### src/rtl/irq18_pkg.sv
// Shared types and default port addresses for the Core18 interrupt controller.
package irq18_pkg;

    typedef enum logic [1:0] {
        IDLE   = 2'd0,
        ASSERT = 2'd1,
        HOLD   = 2'd2
    } irq_state_t;

    localparam logic [17:0] MASK_ADR_DEFAULT = 18'o000020;
    localparam logic [17:0] PEND_ADR_DEFAULT = 18'o000021;

endpackage

### src/rtl/irq18_edge.sv
// Two-flop synchronizer for one asynchronous request line, followed by a
// previous-value flop so a rising edge yields a single-cycle pulse.
module irq18_edge (
    input  logic clk,
    input  logic rst_n,
    input  logic irq,
    output logic rise
);

    logic sync1;
    logic sync2;
    logic prev;

    // Synchronize the raw line and remember last cycle's synchronized value.
    always_ff @(posedge clk or negedge rst_n) begin
        if (!rst_n) begin
            sync1 <= 1'b0;
            sync2 <= 1'b0;
            prev  <= 1'b0;
        end else begin
            sync1 <= irq;
            sync2 <= sync1;
            prev  <= sync2;
        end
    end

    assign rise = sync2 & ~prev;

endmodule

### src/rtl/irq_ctrl18.sv
// Core18 interrupt controller: edge-captured pending bits, software mask,
// fixed lowest-index-first priority and a vector handshake FSM that releases
// the vector once the core branches to it.
module irq_ctrl18
    import irq18_pkg::*;
#(
    parameter int          NIRQ     = 8,
    parameter int          VBASE    = 8,
    parameter int          HOLDOFF  = 2,
    parameter logic [17:0] MASK_ADR = MASK_ADR_DEFAULT,
    parameter logic [17:0] PEND_ADR = PEND_ADR_DEFAULT
) (
    input  logic            CLK,
    input  logic            RESET_N,
    input  logic [NIRQ-1:0] IRQ,
    input  logic            SOFT_RESET,
    input  logic [11:0]     PC,
    input  logic            PORT_WR,
    input  logic            PORT_RD,
    input  logic [17:0]     ADRS,
    input  logic [17:0]     DATAOUT,
    output logic [3:0]      VECTOR,
    output logic [17:0]     PORT_DATA,
    output logic            PORT_HIT
);

    // Holdoff counter is at least one bit wide even for HOLDOFF of 0 or 1.
    localparam int CW = (HOLDOFF < 2) ? 1 : $clog2(HOLDOFF + 1);

    irq_state_t      state_q,   state_d;
    logic [3:0]      vector_q,  vector_d;
    logic [3:0]      idx_q,     idx_d;
    logic [CW-1:0]   cnt_q,     cnt_d;
    logic [NIRQ-1:0] pending_q, pending_d;
    logic [NIRQ-1:0] mask_q,    mask_d;

    logic [NIRQ-1:0] edge_vec;
    logic [NIRQ-1:0] eligible;
    logic [NIRQ-1:0] k_onehot;
    logic [NIRQ-1:0] ack_clr;
    logic [NIRQ-1:0] pend_clr;
    logic [3:0]      sel_idx;
    logic            any_elig;
    logic            wr_mask;
    logic            wr_pend;
    logic            adr_mask;
    logic            adr_pend;
    logic            unused_dataout;

    genvar g;
    generate
        for (g = 0; g < NIRQ; g++) begin : g_edge
            irq18_edge u_edge (
                .clk   (CLK),
                .rst_n (RESET_N),
                .irq   (IRQ[g]),
                .rise  (edge_vec[g])
            );
        end
    endgenerate

    assign adr_mask       = (ADRS == MASK_ADR);
    assign adr_pend       = (ADRS == PEND_ADR);
    assign wr_mask        = PORT_WR && adr_mask;
    assign wr_pend        = PORT_WR && adr_pend;
    assign eligible       = pending_q & mask_q;
    assign k_onehot       = NIRQ'(1) << idx_q;
    assign VECTOR         = vector_q;
    assign unused_dataout = ^DATAOUT[17:NIRQ];

    // Read-side port decode; data is zero-extended from the NIRQ-bit registers.
    always_comb begin
        PORT_HIT  = PORT_RD && (adr_mask || adr_pend);
        PORT_DATA = '0;
        if (adr_mask) begin
            PORT_DATA = 18'(mask_q);
        end else if (adr_pend) begin
            PORT_DATA = 18'(pending_q);
        end
    end

    // Priority encoder: scanning downward leaves the lowest eligible index.
    always_comb begin
        any_elig = |eligible;
        sel_idx  = '0;
        for (int i = NIRQ - 1; i >= 0; i--) begin
            if (eligible[i]) begin
                sel_idx = 4'(i);
            end
        end
    end

    // Next-state logic for the vector FSM and the pending/mask registers.
    always_comb begin
        state_d  = state_q;
        vector_d = vector_q;
        idx_d    = idx_q;
        cnt_d    = cnt_q;
        ack_clr  = '0;

        case (state_q)
            IDLE: begin
                vector_d = '0;
                if (any_elig) begin
                    idx_d    = sel_idx;
                    vector_d = 4'(VBASE) + sel_idx;
                    state_d  = ASSERT;
                end
            end
            ASSERT: begin
                if (PC == {8'b0, vector_q}) begin
                    ack_clr  = k_onehot;
                    vector_d = '0;
                    cnt_d    = CW'(HOLDOFF);
                    state_d  = (HOLDOFF == 0) ? IDLE : HOLD;
                end else if (((pending_q & k_onehot) == '0) ||
                             ((mask_q & k_onehot) == '0)) begin
                    vector_d = '0;
                    state_d  = IDLE;
                end
            end
            HOLD: begin
                vector_d = '0;
                cnt_d    = cnt_q - CW'(1);
                if (cnt_q <= CW'(1)) begin
                    state_d = IDLE;
                end
            end
            default: begin
                vector_d = '0;
                state_d  = IDLE;
            end
        endcase

        pend_clr  = (wr_pend ? DATAOUT[NIRQ-1:0] : '0) | ack_clr;
        pending_d = (pending_q & ~pend_clr) | edge_vec;
        mask_d    = wr_mask ? DATAOUT[NIRQ-1:0] : mask_q;

        if (SOFT_RESET) begin
            state_d   = IDLE;
            vector_d  = '0;
            pending_d = '0;
            mask_d    = '0;
        end
    end

    // Register the FSM, vector, holdoff count and software-visible registers.
    always_ff @(posedge CLK or negedge RESET_N) begin
        if (!RESET_N) begin
            state_q   <= IDLE;
            vector_q  <= '0;
            idx_q     <= '0;
            cnt_q     <= '0;
            pending_q <= '0;
            mask_q    <= '0;
        end else begin
            state_q   <= state_d;
            vector_q  <= vector_d;
            idx_q     <= idx_d;
            cnt_q     <= cnt_d;
            pending_q <= pending_d;
            mask_q    <= mask_d;
        end
    end

endmodule

### config.mk
export PLATFORM = sky130hd
export DESIGN_NAME = irq_ctrl18
export DESIGN_NICKNAME = d
export VERILOG_FILES = /design/src/rtl/irq18_pkg.sv /design/src/rtl/irq18_edge.sv /design/src/rtl/irq_ctrl18.sv
export SDC_FILE = /design/constraint.sdc
export NUM_CORES = 1
export LEC_CHECK = 0
export ABC_AREA = 0
export ABC_CLOCK_PERIOD_IN_PS = 1530
export BUFFER_PORTS_ARGS = -buffer_cell sky130_fd_sc_hd__buf_2
export CAP_MARGIN = 20
export CORE_AREA = 2 2 78 80
export DETAILED_ROUTE_END_ITERATION = 12
export DIE_AREA = 0 0 80 82
export PLACE_DENSITY_LB_ADDON = 0.1
export SLEW_MARGIN = 10
export SYNTH_ARGS = -nofsm -noshare
export SYNTH_HDL_FRONTEND = slang
export SYNTH_HIERARCHICAL = 1
export SYNTH_SLANG_ARGS = --single-unit
### constraint.sdc
create_clock -name CLK -period 1.53 [get_ports CLK]
set_input_delay 0.153 -clock CLK [delete_from_list [all_inputs] [get_ports CLK]]
set_output_delay 0.153 -clock CLK [all_outputs]
set_load 0.02 [all_outputs]
### Word-level counts from Yosys, hierarchy flattened

Index checks and enable logic that the tools add are counted.
W data, S select, Z words.

* add/subtract/negate cells: 2
* multipliers: 0
* div/mod/pow operators: 0
* $lt $le $gt $ge: 1
* equality and inequality tests: 9
* shifts and indexed selects: 1
* muxes and demuxes: 29
* bitwise gates (word level): 23
* reduce and logical (&&, ||, !) cells: 14

Operators with widths (number)
* $mux W8: 7
* $mux W4: 11
* $eq A18 B5 Y1 const B: 2
* $and A8 B8 Y8: 4
* $mux W18: 1
* $logic_not A8 Y1: 2
* $or A8 B8 Y8: 2
* $eq A12 B4 Y1: 1
* $mux W2: 6
* $and A1 B1 Y1: 8
* $not A1 Y1: 8
* $not A8 Y8: 1
* $pmux W4 S2: 1
* $reduce_or A8 Y1: 1
* $shl A1 B4 Y8 const A: 1
* $ne A3 B3 Y1 const B: 2
* $pmux W2 S3: 1
* $add A4 B4 Y4 const A: 1
* $ne A4 B4 Y1 const B: 1
* $pmux W2 S2: 1
* $reduce_and A2 Y1: 2
* $reduce_bool A2 Y1: 2
* $logic_and A1 B1 Y1: 3
* $mux W3: 1
* 8 further kinds: 9

* register bits after elaboration: 52
* bits in latches: 0
* bits in writable memories: 0
* ROM bits: 0
* output and inout port bits: 23
* word-level logic and storage cells: 109
* memories kept: 0

### Depth between registers and ports, before layout

Gate-level depths: netlist of run 1.

* depth in word-level cells: 13
* depth in mapped cells: 6
* depth with buffers taken out: 5

### By module

Netlist of run 1, hierarchy kept.

By module, submodules not included
* irq_ctrl18: instances 1, cells an instance 193, area each 1859.3 um^2, sequential area each 675.6 um^2
* irq18_edge: instances 8, cells an instance 4, area each 88.8 um^2, sequential area each 75.1 um^2

### Least setup slack after synthesis of run 1

No wires, ideal clock.

* path type: input to output
* start point: input port ADRS[9]
* end point: output port PORT_DATA[0]
* data arrival time: 1385 ps
* required time: 1377 ps
* setup slack: -8 ps
* cell stages on the path: 5
* buffers on the path: 1
* cell sequence: nor4_2 > nand3_1 > or2_2 > clkbuf_1 > nor2_1

* word-level cells in the longest chain between the ends: 3
* elaborated cells on any way between the ends: 4

Ends and longest elaborated chain
* start: declaration: line irq_ctrl18.sv:20 `input logic [17:0] ADRS,`
* $eq A18 B5 Y1: line irq_ctrl18.sv:63 `assign adr_pend = (ADRS == PEND_ADR);`
* $mux W8: line irq_ctrl18.sv:77 `end else if (adr_pend) begin`
* $mux W18 *: line irq_ctrl18.sv:75 `if (adr_mask) begin`
* end: declaration: line irq_ctrl18.sv:23 `output logic [17:0] PORT_DATA,`

Mark *: on every way between the ends. The rest lies on a longest branch, timed or not.

### Final worst setup path of run 1

* start point: register idx_q[0]
* end point: register state_q[0]

* word-level cells in the longest chain between the ends: 6
* elaborated cells on any way between the ends: 8

Ends and longest elaborated chain
* start: declaration: line irq_ctrl18.sv:32 `logic [3:0] idx_q, idx_d;`
* start signal: assignment: line irq_ctrl18.sv:159 `idx_q <= idx_d;`
* $shl A1 B4 Y8 *: line irq_ctrl18.sv:67 `assign k_onehot = NIRQ'(1) << idx_q;`
* $and A8 B8 Y8 (on tied branches): line irq_ctrl18.sv:116, irq_ctrl18.sv:117
* $logic_not A8 Y1 (on tied branches): line irq_ctrl18.sv:116, irq_ctrl18.sv:117
* $logic_or A1 B1 Y1 *: line irq_ctrl18.sv:116 `end else if (((pending_q & k_onehot) == '0) ||`
* $ne A4 B4 Y1 (no line) *
* $reduce_and A3 Y1 (no line) *
* end signal: assignment: line irq_ctrl18.sv:157 `state_q <= state_d;`
* end: declaration: line irq_ctrl18.sv:30 `irq_state_t state_q, state_d;`

Marks and branches as above.
A chain may end at the register's enable or synchronous reset.

==> results of run 1 <==
## final cells by class
cell class              instances  area [um^2]  share of cell area, %
repair buffers                109          742                   21.2
clock buffers                   5         68.8                   1.96
well taps                      75         93.8                   2.68
flip-flops and latches         51         1280                   36.5
multi-input cells             155         1260                   35.9
clock inverters                 3         26.3                  0.750
inverters                      10         37.5                   1.07
## worst max-delay path, cell delays in order (launching register included)
cell and delay (ns):
dfrtp_2 0.43, mux4_2 0.54, mux2i_2 0.23, nor4_4 0.09, or2_1 0.23
## per-stage QoR
stage / hold slack (ns) / worst slack [ns] / total power, mW / cell area [um^2] / std cells
6_report: 0.111 / -0.106 / 2.54 / 3500 / 408
5_1_grt: 0.111 / -0.217 / 2.66 / 3500 / 408
4_1_cts: 0.106 / -0.0755 / 2.56 / 3410 / 407
3_5_place_dp: 0.169 / -0.198 / 1.72 / 3170 / 387
3_3_place_gp: 0.164 / -0.150 / 1.72 / 3170 / 387
2_1_floorplan: -0.143 / -0.00844 / 1.59 / 2600 / 234
## sequential cells by signal (all words and copies together), names as in the netlist
| name | count |
|---|---|
| g_edge.u_edge/prev | 8 |
| idx_q | 3 |
| VECTOR | 4 |
| mask_q | 8 |
| cnt_q | 2 |
| state_q | 2 |
| g_edge.u_edge/sync2 | 8 |
| pending_q | 8 |
| g_edge.u_edge/sync1 | 8 |
## path summary, 6_finish.rpt
| check | depth (start not counted) | to | slack (ns) | start |
|---|---|---|---|---|
| worst max-delay path | 4 | state_q[0] | -0.11 | idx_q[0] |
| worst min-delay path | 3 | mask_q[1] | 0.11 | DATAOUT[1] |
| worst max register to register | 4 | state_q[0] | -0.11 | idx_q[0] |
| worst min register to register | 0 | g_edge[2].u_edge/sync2 | 0.36 | g_edge[2].u_edge/sync1 |
| max in group asynchronous | 3 | idx_q[0] | 0.93 | RESET_N |
| min in group asynchronous | 3 | g_edge[7].u_edge/sync2 | 0.35 | RESET_N |
## placed cells by master, fill, tap and decap left out, types with 3 or more instances in the layout
cell type and count:
a22oi_1 3, a21oi_1 6, buf_6 5, nor3_1 3, a221oi_2 4, inv_1 10, dlygate4sd3_1 9, buf_12 3
nor2b_1 3, dfrtp_1 49, buf_4 30, o221a_1 4, nor2b_4 8, mux2i_1 19, o211ai_1 3, nand3b_1 4
clkbuf_8 5, a21bo_2 4, nor2_1 18, a21boi_1 4, conb_1 10, nand2_1 14, buf_2 62
## what timing repair did
action	4_1_cts	5_1_grt
buffers inserted	3	2
endpoints found under the hold margin	59	0
gates resized for setup	8	20
pin swaps	3	17
hold buffers	9	0
setup endpoints to repair	16	26
## cells by family after synthesis
family	share of synthesized area (%)
mux	9.54
compound gates	13.8
buf+inv	6.52
simple gates	18.5
flops	49.7
xor+xnor	1.36
other cells	0.146
fa+ha+maj	0.487
## routing by layer
layer / vias up / wire length, um
met5: - / 0
met3: 6 / 377
met4: 0 / 50
met1: 967 / 2490
li1: 1004 / -
met2: 79 / 2830
## power by group through the flow
stage	logic [mW]	clock network, mW	registers, mW
3_5_place_dp	0.261	0	1.46
2_1_floorplan	0.140	0	1.45
3_3_place_gp	0.258	0	1.46
5_1_grt	0.322	0.897	1.44
6_report	0.291	0.815	1.43
4_1_cts	0.280	0.844	1.43
==> impl_metrics.tcl, run 1 <==
set metrics [dict create \
    fp-row-count 28 \
    period_share_pct 107 \
    ys_ff_latch 51 \
    synth.most_common_cell "dfrtp_1" \
    antennaDiodeCount 0 \
    cts_buffer_depth 2 \
    ios 84 \
    synthTopCellsByCount "51 x dfrtp_1, 20 x mux2i_1, 18 x nor2_1, 14 x nand2_1, 12 x buf_4" \
    synth_top_area_share_pct 49.7 \
    met2_usage_pct 32.8 \
    clock-root-buffer "clkbuf_8" \
    cts.sinks 51 \
    hpwlAfterDp_um 4110 \
    p_seq_share_pct 56.5 \
    synth_area_leader_cell "dfrtp_1" \
    nFillCells 494 \
    routabilityCongestion 0.892 \
    syn_inst 225 \
    clk_pin_slew_ns 0.10 \
    synth_edf_count 0 \
    vdd_ir_drop_max_uv 662 \
    criticalPathCategory "flop to flop" \
    grt_util_all_layers_pct 18.2 \
    rsz0062_at_grt "true" \
    internal_power_mw 1.89 \
    fin_ws_ns -0.106 \
    drt_iter0_markers 123 \
    power_density_nw_per_um2 725 \
    status "finished with violations" \
    initial_utilization_pct 44.7 \
    finalCriticalPeriod_ns 1.64 \
    die_h_um 82 \
    max-cap-violations 0 \
    wl_per_cell_um 14.1 \
    failed_checks "negative setup slack" \
    grt_antenna_before_repair 0 \
    grt_pass1_wl_um 9080 \
    synthFlopType "dfrtp_1" \
    async_reset_ff_share_pct 100 \
    worst_setup_path_start_kind "flop" \
    worstPathRequired_ns 1.73 \
    p_switching_mw 0.653 \
    power_leakage_nw 1.67 \
    grt-busiest-layer "met2" \
    setup_viol 5 \
    avgSynthCellArea_um2 11.4 \
    portBuffers 63 \
    num_vias 2056 \
    synth_warnings 6 \
    p_sw_share_pct 25.7 \
    routed_via_density 5.04 \
    first_pass_iters 4 \
    yosysSeqAreaShare_pct 49.7 \
    finClkSkew_ns 0.00908 \
    dieArea_um2 6560 \
    grt_max_degree 52 \
    final_antenna_net_count 0 \
    cts_tree "built" \
    min_path_type "primary input to flop" \
    die_w_um 80 \
    finalSetupTns_ns -0.377 \
    hold_viol 0 \
    nets 394 \
    utilization_pct 61.0 \
    htree_levels 2 \
    drc 0 \
    drt_wl_total_um 5750 \
    crit_fanout 6 \
    grt_overflow 0 \
    first_global_vias 1958 \
    p_comb_share_pct 11.4 \
    synth.area.top_cells "dfrtp_1 50%, mux2i_1 7.8%, nor2b_4 4.3%" \
    core_area_um2 5750 \
    slew_violations 0 \
    grt_use_met3_pct 3.63 \
    fmax_ghz 0.611 \
    synth_area_um2 2570 \
    yosys.cell_types.count 49 \
    clockPowerShare_pct 32.1 \
    crit_arrival_ns 1.83 \
    layout-drive-gt1-share_pct 43.5 \
    insertion_delay_ns 0.30 \
    grt_util_met1_pct 22.3 \
    cp-end-kind "flop" \
    synthToLayoutAreaGrowth_pct 36.4 \
    numCtsBuffers 5 \
]
Power figures use the tool's default switching activity.
==> run 2, diff against run 1 <==
--- a/config.mk
+++ b/config.mk
@@ -7,7 +7,7 @@
 export LEC_CHECK = 0
 export ABC_AREA = 0
 export ABC_CLOCK_PERIOD_IN_PS = 1530
-export BUFFER_PORTS_ARGS = -buffer_cell sky130_fd_sc_hd__buf_2
+export BUFFER_PORTS_ARGS = -buffer_cell sky130_fd_sc_hd__buf_4
 export CAP_MARGIN = 20
 export CORE_AREA = 2 2 78 80
 export DETAILED_ROUTE_END_ITERATION = 12
@@ -18,3 +18,4 @@
 export SYNTH_HDL_FRONTEND = slang
 export SYNTH_HIERARCHICAL = 1
 export SYNTH_SLANG_ARGS = --single-unit
+export TNS_END_PERCENT = 50
==> run 2 against run 1 <==
  * The flow still finishes with violations (negative setup slack)
  * Sequential power barely moved
  * Design area rose by 4.1%
  * Critical path depth did not move
  * Clock power rose by 14%
  * Die area did not move
  * Critical endpoint is now VECTOR[0]
  * Largest cell class unchanged
==> impl_metrics.tcl, run 2 (synthesis results as in run 1) <==
set metrics [dict create \
    cts_tree "built" \
    drc 0 \
    setup_viol 5 \
    cts.sinks 51 \
    worst_pin_slew_ns 0.629 \
    status "finished with violations" \
    layout_common_cells "98 x buf_4, 48 x dfrtp_1, 19 x mux2i_1" \
    grt_pass1_wl_um 9270 \
    fmax_ghz 0.615 \
    ios 84 \
    die_w_um 80 \
    die_h_um 82 \
    finClkSkew_ns 0.00566 \
    utilization_pct 63.5 \
    cp-end-kind "flop" \
    worst_setup_path_start_kind "flop" \
    failed_checks "negative setup slack" \
    portBuffers 63 \
    grt_overflow 0 \
    dieArea_um2 6560 \
    clk_pin_slew_ns 0.09 \
    insertion_delay_ns 0.30 \
    synthToLayoutAreaGrowth_pct 41.9 \
    clock-root-buffer "clkbuf_8" \
    power_density_nw_per_um2 737 \
    period_share_pct 106 \
    multiInputGateArea_um2 1260 \
    first_global_vias 1986 \
    antennaDiodeCount 0 \
    nFillCells 480 \
    finalCriticalPeriod_ns 1.62 \
    finalNonFillerCells 408 \
    min_path_type "primary input to flop" \
    hold_viol 0 \
    layout-drive-gt1-share_pct 43.2 \
    initial_utilization_pct 44.7 \
    first_pass_iters 5 \
    hpwlAfterDp_um 4330 \
    worstPathRequired_ns 1.73 \
    seq_area_um2 1280 \
    routed_via_density 5.05 \
    drt_iter0_markers 63 \
    criticalPathCategory "flop to flop" \
    dp.cells 390 \
    power_leakage_nw 1.72 \
    final_antenna_net_count 0 \
    max_slew_margin_pct 58.1 \
    drt_wl_total_um 5800 \
    max-cap-violations 0 \
    crit_arrival_ns 1.82 \
    fp-row-count 28 \
    nets 394 \
    grt_util_all_layers_pct 18.6 \
    grt_antenna_before_repair 0 \
    num_vias 2062 \
    grt_max_degree 52 \
    vdd_ir_drop_max_uv 538 \
    fin_ws_ns -0.0948 \
    slew_violations 0 \
    routabilityCongestion 0.906 \
    final_common_cell "buf_4" \
    rsz0062_at_grt "true" \
    htree_levels 2 \
    holdWs_ns 0.0907 \
    crit_fanout 8 \
    wl_per_cell_um 14.2 \
    numCtsBuffers 5 \
    power_mw 2.69 \
    cts_buffer_depth 2 \
    core_area_um2 5750 \
]
run 2: changes by cell type in the layout (fill, tap and decap cells not counted), moves of 2 or more:
cell,before,now
buf_4,30,98
buf_6,5,0
buf_2,62,0
inv_6,2,0
run 2: critical path, stage by stage (launching register included):
cell,delay (ns)
dfrtp_2,0.46
mux4_2,0.56
mux2i_4,0.18
nor4_4,0.08
a22o_1,0.23
run 2: through the flow:
stage / setup TNS (ns) / setup slack (ns) / instance area, um^2
3_5_place_dp: -1.80 / -0.176 / 3340
2_1_floorplan: -0.0675 / -0.00844 / 2600
5_1_grt: -0.593 / -0.107 / 3650
3_3_place_gp: -1.38 / -0.127 / 3340
6_report: -0.327 / -0.0948 / 3650
4_1_cts: -0.372 / -0.0930 / 3570
run 2: final cells by class:
type / count / area share (%)
flip-flops and latches: 51 / 35.1
multi-input cells: 155 / 34.5
repair buffers: 109 / 23.7
well taps: 75 / 2.57
clock buffers: 5 / 1.89
clock inverters: 3 / 1.20
inverters: 10 / 1.03
run 2: final timing paths:
kind	startpoint	slack (ns)	to	depth (start not counted)
max	idx_q[1]	-0.09	VECTOR[0]	4
min	SOFT_RESET	0.09	pending_q[7]	2
max reg2reg	idx_q[1]	-0.09	VECTOR[0]	4
min reg2reg	g_edge[7].u_edge/sync1	0.35	g_edge[7].u_edge/sync2	0
max in group asynchronous	RESET_N	0.66	idx_q[0]	2
min in group asynchronous	RESET_N	0.41	g_edge[3].u_edge/sync1	2
run 2: routing by layer:
layer  routed length, um  GRT usage, %  vias up
met5                   0             0        -
met4                 106          5.93        0
met3                 386          3.74        9
met2                2810          32.3       68
met1                2490          23.5      986
li1                    -             -      999
run 2: timing repair:
item / 4_1_cts / 5_1_grt
endpoints found under the setup margin: 15 / 25
hold buffers: 9 / 0
buffers inserted: 1 / 0
pin swaps: 6 / 4
resized for setup: 7 / 13
gates cloned: 0 / 0
hold endpoints to repair: 59 / 0
run 2: power breakdown:
| group | total [mW] | leakage (nW) | switching (mW) | internal, mW |
|---|---|---|---|---|
| combinational | 0.319 | 1.02 | 0.137 | 0.182 |
| sequential | 1.44 | 0.641 | 0.0373 | 1.40 |
| clock | 0.932 | 0.0581 | 0.445 | 0.487 |
| total | 2.69 | 1.72 | 0.620 | 2.07 |
